===== config.mk =====
export PLATFORM = sky130hd
export DESIGN_NAME = fighter_controller
export DESIGN_NICKNAME = d
export VERILOG_FILES = /design/src/rtl/fighter_pkg.sv /design/src/rtl/fighter_controller_timer.sv /design/src/rtl/fighter_controller.sv
export SDC_FILE = /design/constraint.sdc
export NUM_CORES = 1
export LEC_CHECK = 0
export BUFFER_PORTS_ARGS = -buffer_cell sky130_fd_sc_hd__buf_2
export CORE_ASPECT_RATIO = 1.2
export CORE_MARGIN = 5
export CORE_UTILIZATION = 32
export DETAILED_ROUTE_END_ITERATION = 7
export PLACE_DENSITY = 0.57
export RECOVER_POWER = 25
export SYNTH_ARGS = -nofsm -noshare
export SYNTH_HDL_FRONTEND = slang
export SYNTH_SLANG_ARGS = --single-unit

===== constraint.sdc =====
create_clock -name Clk -period 4.05 [get_ports Clk]
set_input_delay 0.81 -clock Clk [delete_from_list [all_inputs] [get_ports Clk]]
set_output_delay 0.81 -clock Clk [all_outputs]
set_load 0.05 [all_outputs]

===== src/rtl/fighter_pkg.sv =====
// Shared types and helpers for the per-player fighter controller.
package fighter_pkg;

   localparam int POS_W = 10;
   localparam int HP_W  = 8;
   localparam int TMR_W = 4;

   typedef enum logic [2:0] {
      IDLE        = 3'd0,
      WALK        = 3'd1,
      ATK_WINDUP  = 3'd2,
      ATK_ACTIVE  = 3'd3,
      ATK_RECOVER = 3'd4,
      HURT        = 3'd5,
      KO          = 3'd6
   } fstate_t;

   typedef enum logic [1:0] {
      DIR_NONE  = 2'd0,
      DIR_LEFT  = 2'd1,
      DIR_RIGHT = 2'd2
   } dir_t;

   // A zero duration would never reach the exit count, so it runs as one tick.
   function automatic logic [TMR_W-1:0] fr_norm(input logic [TMR_W-1:0] n);
      return (n == '0) ? TMR_W'(1) : n;
   endfunction

   function automatic logic [HP_W-1:0] hp_sub(
      input logic [HP_W-1:0] hp,
      input logic [HP_W-1:0] dmg
   );
      return (hp > dmg) ? (hp - dmg) : '0;
   endfunction

   function automatic dir_t decode_dir(input logic l, input logic r);
      dir_t d;
      d = DIR_NONE;
      if (l && !r) d = DIR_LEFT;
      if (r && !l) d = DIR_RIGHT;
      return d;
   endfunction

endpackage


===== src/rtl/fighter_controller_timer.sv =====
// Loadable down-counter shared by every timed fighter state.
module frame_timer
   import fighter_pkg::*;
(
   input  logic             Clk,
   input  logic             Reset,
   input  logic             tick,
   input  logic             load,
   input  logic [TMR_W-1:0] load_val,
   output logic             done
);

   logic [TMR_W-1:0] cnt_q, cnt_d;

   always_comb begin
      cnt_d = cnt_q;
      if (tick) begin
         if (load) begin
            cnt_d = fr_norm(load_val);
         end else if (cnt_q != '0) begin
            cnt_d = cnt_q - TMR_W'(1);
         end
      end
   end

   always_ff @(posedge Clk or posedge Reset) begin
      if (Reset) cnt_q <= '0;
      else       cnt_q <= cnt_d;
   end

   assign done = (cnt_q == TMR_W'(1));

endmodule


===== src/rtl/fighter_controller.sv =====
// Per-player motion/combat FSM: position, facing, HP, hitbox and sprite select.
module fighter_controller
   import fighter_pkg::*;
#(
   parameter logic [POS_W-1:0] X_MIN       = 10'd0,
   parameter logic [POS_W-1:0] X_MAX       = 10'd576,
   parameter logic [POS_W-1:0] X_INIT      = 10'd64,
   parameter logic             FACE_L_INIT = 1'b0,
   parameter logic [POS_W-1:0] SPEED       = 10'd4,
   parameter logic [TMR_W-1:0] WINDUP_FR   = 4'd4,
   parameter logic [TMR_W-1:0] ACTIVE_FR   = 4'd3,
   parameter logic [TMR_W-1:0] RECOVER_FR  = 4'd6,
   parameter logic [TMR_W-1:0] HURT_FR     = 4'd8,
   parameter logic [HP_W-1:0]  HP_INIT     = 8'd100,
   parameter logic [HP_W-1:0]  DMG         = 8'd10
) (
   input  logic             Clk,
   input  logic             Reset,
   input  logic             frame_tick,
   input  logic             move_l,
   input  logic             move_r,
   input  logic             attack,
   input  logic             hit,
   output logic [POS_W-1:0] pos_x,
   output logic             facing_left,
   output logic [2:0]       fsm_state,
   output logic             attack_active,
   output logic [HP_W-1:0]  hp,
   output logic [1:0]       anim_frame,
   output logic             ko
);

   fstate_t          state_q, state_d;
   logic [POS_W-1:0] pos_q, pos_d;
   logic             face_q, face_d;
   logic [HP_W-1:0]  hp_q, hp_d;
   logic [1:0]       anim_q, anim_d;
   logic [2:0]       div_q, div_d;
   logic             hit_q, hit_d;
   logic             prev_q, prev_d;
   logic             act_q, act_d;
   logic             ko_q, ko_d;

   logic             tmr_load;
   logic [TMR_W-1:0] tmr_val;
   logic             tmr_done;

   logic             hit_pend;
   logic             press;
   dir_t             dir;
   logic [POS_W:0]   pos_l, pos_r;
   logic [HP_W-1:0]  hp_hit;

   frame_timer u_timer (
      .Clk      (Clk),
      .Reset    (Reset),
      .tick     (frame_tick),
      .load     (tmr_load),
      .load_val (tmr_val),
      .done     (tmr_done)
   );

   // A hit arriving on the tick cycle itself is consumed by that tick.
   assign hit_pend = hit_q | hit;
   assign press    = attack & ~prev_q;
   assign dir      = decode_dir(move_l, move_r);
   assign pos_l    = {1'b0, pos_q} - {1'b0, SPEED};
   assign pos_r    = {1'b0, pos_q} + {1'b0, SPEED};
   assign hp_hit   = hp_sub(hp_q, DMG);

   always_comb begin
      state_d  = state_q;
      pos_d    = pos_q;
      face_d   = face_q;
      hp_d     = hp_q;
      hit_d    = hit_q | hit;
      prev_d   = prev_q;
      tmr_load = 1'b0;
      tmr_val  = '0;

      if (frame_tick) begin
         hit_d  = 1'b0;
         prev_d = attack;

         if (state_q == KO) begin
            state_d = KO;
         end else if (hit_pend) begin
            hp_d = hp_hit;
            if (hp_hit == '0) begin
               state_d = KO;
            end else begin
               state_d  = HURT;
               tmr_load = 1'b1;
               tmr_val  = HURT_FR;
            end
         end else begin
            case (state_q)
               IDLE, WALK: begin
                  if (press) begin
                     state_d  = ATK_WINDUP;
                     tmr_load = 1'b1;
                     tmr_val  = WINDUP_FR;
                  end else if (dir == DIR_LEFT) begin
                     state_d = WALK;
                     face_d  = 1'b1;
                     if (pos_l[POS_W] || pos_l[POS_W-1:0] < X_MIN)
                        pos_d = X_MIN;
                     else
                        pos_d = pos_l[POS_W-1:0];
                  end else if (dir == DIR_RIGHT) begin
                     state_d = WALK;
                     face_d  = 1'b0;
                     if (pos_r > {1'b0, X_MAX})
                        pos_d = X_MAX;
                     else
                        pos_d = pos_r[POS_W-1:0];
                  end else begin
                     state_d = IDLE;
                  end
               end
               ATK_WINDUP: begin
                  if (tmr_done) begin
                     state_d  = ATK_ACTIVE;
                     tmr_load = 1'b1;
                     tmr_val  = ACTIVE_FR;
                  end
               end
               ATK_ACTIVE: begin
                  if (tmr_done) begin
                     state_d  = ATK_RECOVER;
                     tmr_load = 1'b1;
                     tmr_val  = RECOVER_FR;
                  end
               end
               ATK_RECOVER, HURT: begin
                  if (tmr_done) state_d = IDLE;
               end
               default: state_d = IDLE;
            endcase
         end
      end
   end

   // Sprite select follows the state being entered so it lines up with fsm_state.
   always_comb begin
      anim_d = anim_q;
      div_d  = div_q;
      if (frame_tick) begin
         anim_d = 2'd0;
         div_d  = 3'd0;
         case (state_d)
            WALK: begin
               if (state_q == WALK) begin
                  div_d  = div_q + 3'd1;
                  anim_d = (div_q == 3'd7) ? anim_q + 2'd1 : anim_q;
               end
            end
            ATK_WINDUP:  anim_d = 2'd1;
            ATK_ACTIVE:  anim_d = 2'd2;
            ATK_RECOVER: anim_d = 2'd3;
            default:     anim_d = 2'd0;
         endcase
      end
   end

   assign act_d = (state_d == ATK_ACTIVE);
   assign ko_d  = (state_d == KO);

   always_ff @(posedge Clk or posedge Reset) begin
      if (Reset) begin
         state_q <= IDLE;
         pos_q   <= X_INIT;
         face_q  <= FACE_L_INIT;
         hp_q    <= HP_INIT;
         anim_q  <= 2'd0;
         div_q   <= 3'd0;
         hit_q   <= 1'b0;
         prev_q  <= 1'b0;
         act_q   <= 1'b0;
         ko_q    <= 1'b0;
      end else begin
         state_q <= state_d;
         pos_q   <= pos_d;
         face_q  <= face_d;
         hp_q    <= hp_d;
         anim_q  <= anim_d;
         div_q   <= div_d;
         hit_q   <= hit_d;
         prev_q  <= prev_d;
         act_q   <= act_d;
         ko_q    <= ko_d;
      end
   end

   assign pos_x         = pos_q;
   assign facing_left   = face_q;
   assign fsm_state     = state_q;
   assign attack_active = act_q;
   assign hp            = hp_q;
   assign anim_frame    = anim_q;
   assign ko            = ko_q;

endmodule

==> flow_summary.yaml <==
logic_synthesis:
  yosysSeqAreaShare_pct: 35.7
  yosys_warnings: 0
  syn_avg_cell_area_um2: 8.45
  mappedNetlistArea_um2: 2320
  yosys.cell_types.count: 73
  synth_seq_cells: 33
  synth_adder_area_share_pct: 4.84
  synth-main-ff-cell: "dfrtp_1"
  synth_enable_flop_cells: 0
  synth_top_family_by_area: "compound AO/OA/AOI/OAI gates"
  ys_async_sr_fraction_pct: 100
  synth_top_cell_by_area: "dfrtp_1"
  synth-simple-area-share_pct: 23.0
  synth_area_leaders: "dfrtp_1 31%, nand2_1 5.2%, ha_1 4.8%, dfstp_2 4.5%, o21ai_0 4.3%"
  syn_inst: 275
  synth_mux_area_share_pct: 0.915
  synth_compound_area_share_pct: 26.7
  yosysTopAreaCellShare_pct: 31.2
  synth_xor_area_share_pct: 2.64
global_routing:
  gr-usage-met1_pct: 16.9
  grt_max_degree: 34
  grt_use_met2_pct: 22.4
  overflow: 0
  grt_pass1_wl_um: 9610
  grt_use_met3_pct: 2.46
  grt_pass1_vias: 1994
  grt_usage_pct: 13.2
  antenna_found_initial: 0
  globalRoute.busiestLayer: "met2"
routing:
  ant_nets: 0
  vias_per_cell: 5.26
  drc_errors: 0
  drt-initial-drc-count: 109
  wl_um: 5530
  vias: 2050
  wl_per_cell_um: 14.2
  drt_pass1_iterations: 4
clock_network:
  root_buffer: "clkbuf_8"
  cts_tree: "yes"
  h-tree-depth: 2
  postCtsResizedCells: 0
  post_cts_buffers: 0
  clock_path_buffers: 2
  clk_pin_slew_ns: 0.07
  cts_hold_buf: 0
  clk-insertion-delay-late_ns: 0.28
  cts_made_buffers: 5
  clock-sinks: 33
sta:
  finalHoldViolCount: 0
  rsz0062_at_grt: "false"
  skew_ns: 0.00512
  whs_ns: 0.477
  min_period_ns: 2.57
  setup_tns_ns: 0
  slew_headroom_pct: -19.1
  tightestPinTransition_ns: 1.79
  finalCritPeriodShare_pct: 63.6
  final-max-slew-violation-count: 34
  setup_viol: 0
  fmax_mhz: 388
place:
  port_buffers: 30
  hpwl_um: 4040
  gp_congestion: 0.812
  dp.cells: 382
run_status:
  violations: "max-capacitance violations, max-slew violations"
  status: "finished, violations left"
finish:
  fill_cells: 757
  layout.cells.non_filler: 390
  fin_nets: 315
  n_antenna_cell: 0
  drive_gt1_share_pct: 20.3
  mostFrequentLayoutCell: "nand2_1"
  area_growth_pct: 13.1
  final_cell_mix: "32 x nand2_1, 30 x buf_2, 29 x dfrtp_1"
worst_setup_path:
  crit_required_ns: 4.22
  worst_setup_path_end_kind: "register"
  crit_type: "in2reg"
  path_buf_inv: 1
  cp.arrival_ns: 2.75
  critPathLaunchType: "input pin"
  cp_max_fo: 26
  crit_chain: "buf_2 -> nor2b_1 -> nand2_1 -> o2111a_1 -> o31ai_2 -> nor4_1 -> a211o_1"
  cp_slowest_stage_delay_ns: 0.47
  startpoint: "frame_tick"
  rr_startpoint: "hp[2]"
  cp_top_family: "compound AO/OA/AOI/OAI gates"
  slowest_stage: "o31ai_2"
power_and_ir_drop:
  power_leakage_nw: 1.17
  power-per-cell-area_nw_per_um2: 796
  ir_worst_vdd_mv: 0.382
die:
  core_area_um2: 7190
  die_area_um2: 9080
  start_util_pct: 32.3
  dieWidth_um: 87.8
  rows: 34
  pin_count: 33
  fp.dieH_um: 103
worst_hold_path:
  hp-class: "reg2reg"
  holdCritStartpoint: "facing_left"
job:
  cap_violations: 1
[worst min-delay path, stage by stage, from the launching register on]
cell and delay [ns]:
dfrtp_1 0.34, nand2_1 0.04, o21ai_0 0.06
[synthesized netlist by cell type, types with 2 or more instances]
library cell and n:
a21oi_1 15, dfrtp_1 29, nand4_1 5, nor2_1 22, a31oi_1 3, and2b_1 2
nand3_1 5, dfstp_2 4, or2_2 2, o22ai_1 6, ha_1 9, inv_2 2
nand2b_1 4, xnor2_1 5, o31ai_1 6, a221oi_1 2, and2_1 2, xor2_1 2
nand2_1 32, a21o_1 5, inv_1 16, o21ai_0 20, a32oi_1 2, nand3b_1 2
a22oi_1 2, buf_4 2, clkbuf_1 11, or3_1 2, nor2b_1 3, nor3_1 8
nor4_1 2, and3_1 2
[logic make-up after synthesis]
logic type / count (synthesis)
and+or+nand+nor: 102
AOI/OAI and AO/OA: 87
buffers and inverters: 34
DFF: 33
adders and majority gates: 9
xor gates and xnor gates: 7
muxes: 2
other: 1
[report_power, final]
| part | leakage (nW) | switching, mW | total [mW] | internal [mW] |
|---|---|---|---|---|
| sequential | 0.407 | 0.184 | 0.640 | 0.456 |
| clock | 0.0542 | 0.120 | 0.274 | 0.154 |
| combinational | 0.713 | 0.795 | 1.18 | 0.385 |
[sequential cells by signal (all words and copies together) (netlist names)]
name	cells
ko	1
u_timer.cnt_q	4
facing_left	1
pos_x	8
hp	8
hit_q	1
prev_q	1
attack_active	1
anim_frame	2
fsm_state	3
div_q	3
[worst paths after layout]
path / to / slack, ns / cells after the start
worst max-delay path: anim_frame[1] / 1.48 / 7
worst min-delay path: facing_left / 0.48 / 2
worst max register to register: anim_frame[0] / 1.50 / 9
worst min register to register: facing_left / 0.48 / 2
max in group asynchronous: pos_x[8] / 1.87 / 3
min in group asynchronous: hp[3] / 1.15 / 3
[stage by stage]
step,instance area (um2),setup WS (ns),power [mW],util (%)
3_3_place_gp,2530,1.26,1.82,35.2
4_1_cts,2630,1.47,2.11,36.6
3_5_place_dp,2530,1.16,1.82,35.2
6_report,2630,1.48,2.09,36.6
5_1_grt,2630,1.26,2.27,36.6
2_1_floorplan,2330,1.54,1.57,-
[cell type report]
cell class | count | area (um2) | share of cell area [%]
tap | 90 | 113 | 4.28
clock buffer | 7 | 96.3 | 3.66
timing repair buffer | 31 | 154 | 5.85
sequential | 33 | 831 | 31.6
multi-input combinational | 209 | 1360 | 51.7
clock inverter | 1 | 5.00 | 0.190
inverter | 19 | 71.3 | 2.71
[metal layers]
layer / routed length, um / part of all wire (%) / vias to the layer above
met5: 0 / 0 / -
met4: 99 / 1.8 / 0
met3: 184 / 3.3 / 11
met2: 2650 / 48 / 33
met1: 2600 / 47 / 961
li1: - / - / 1045
Power figures use the tool's default switching activity.
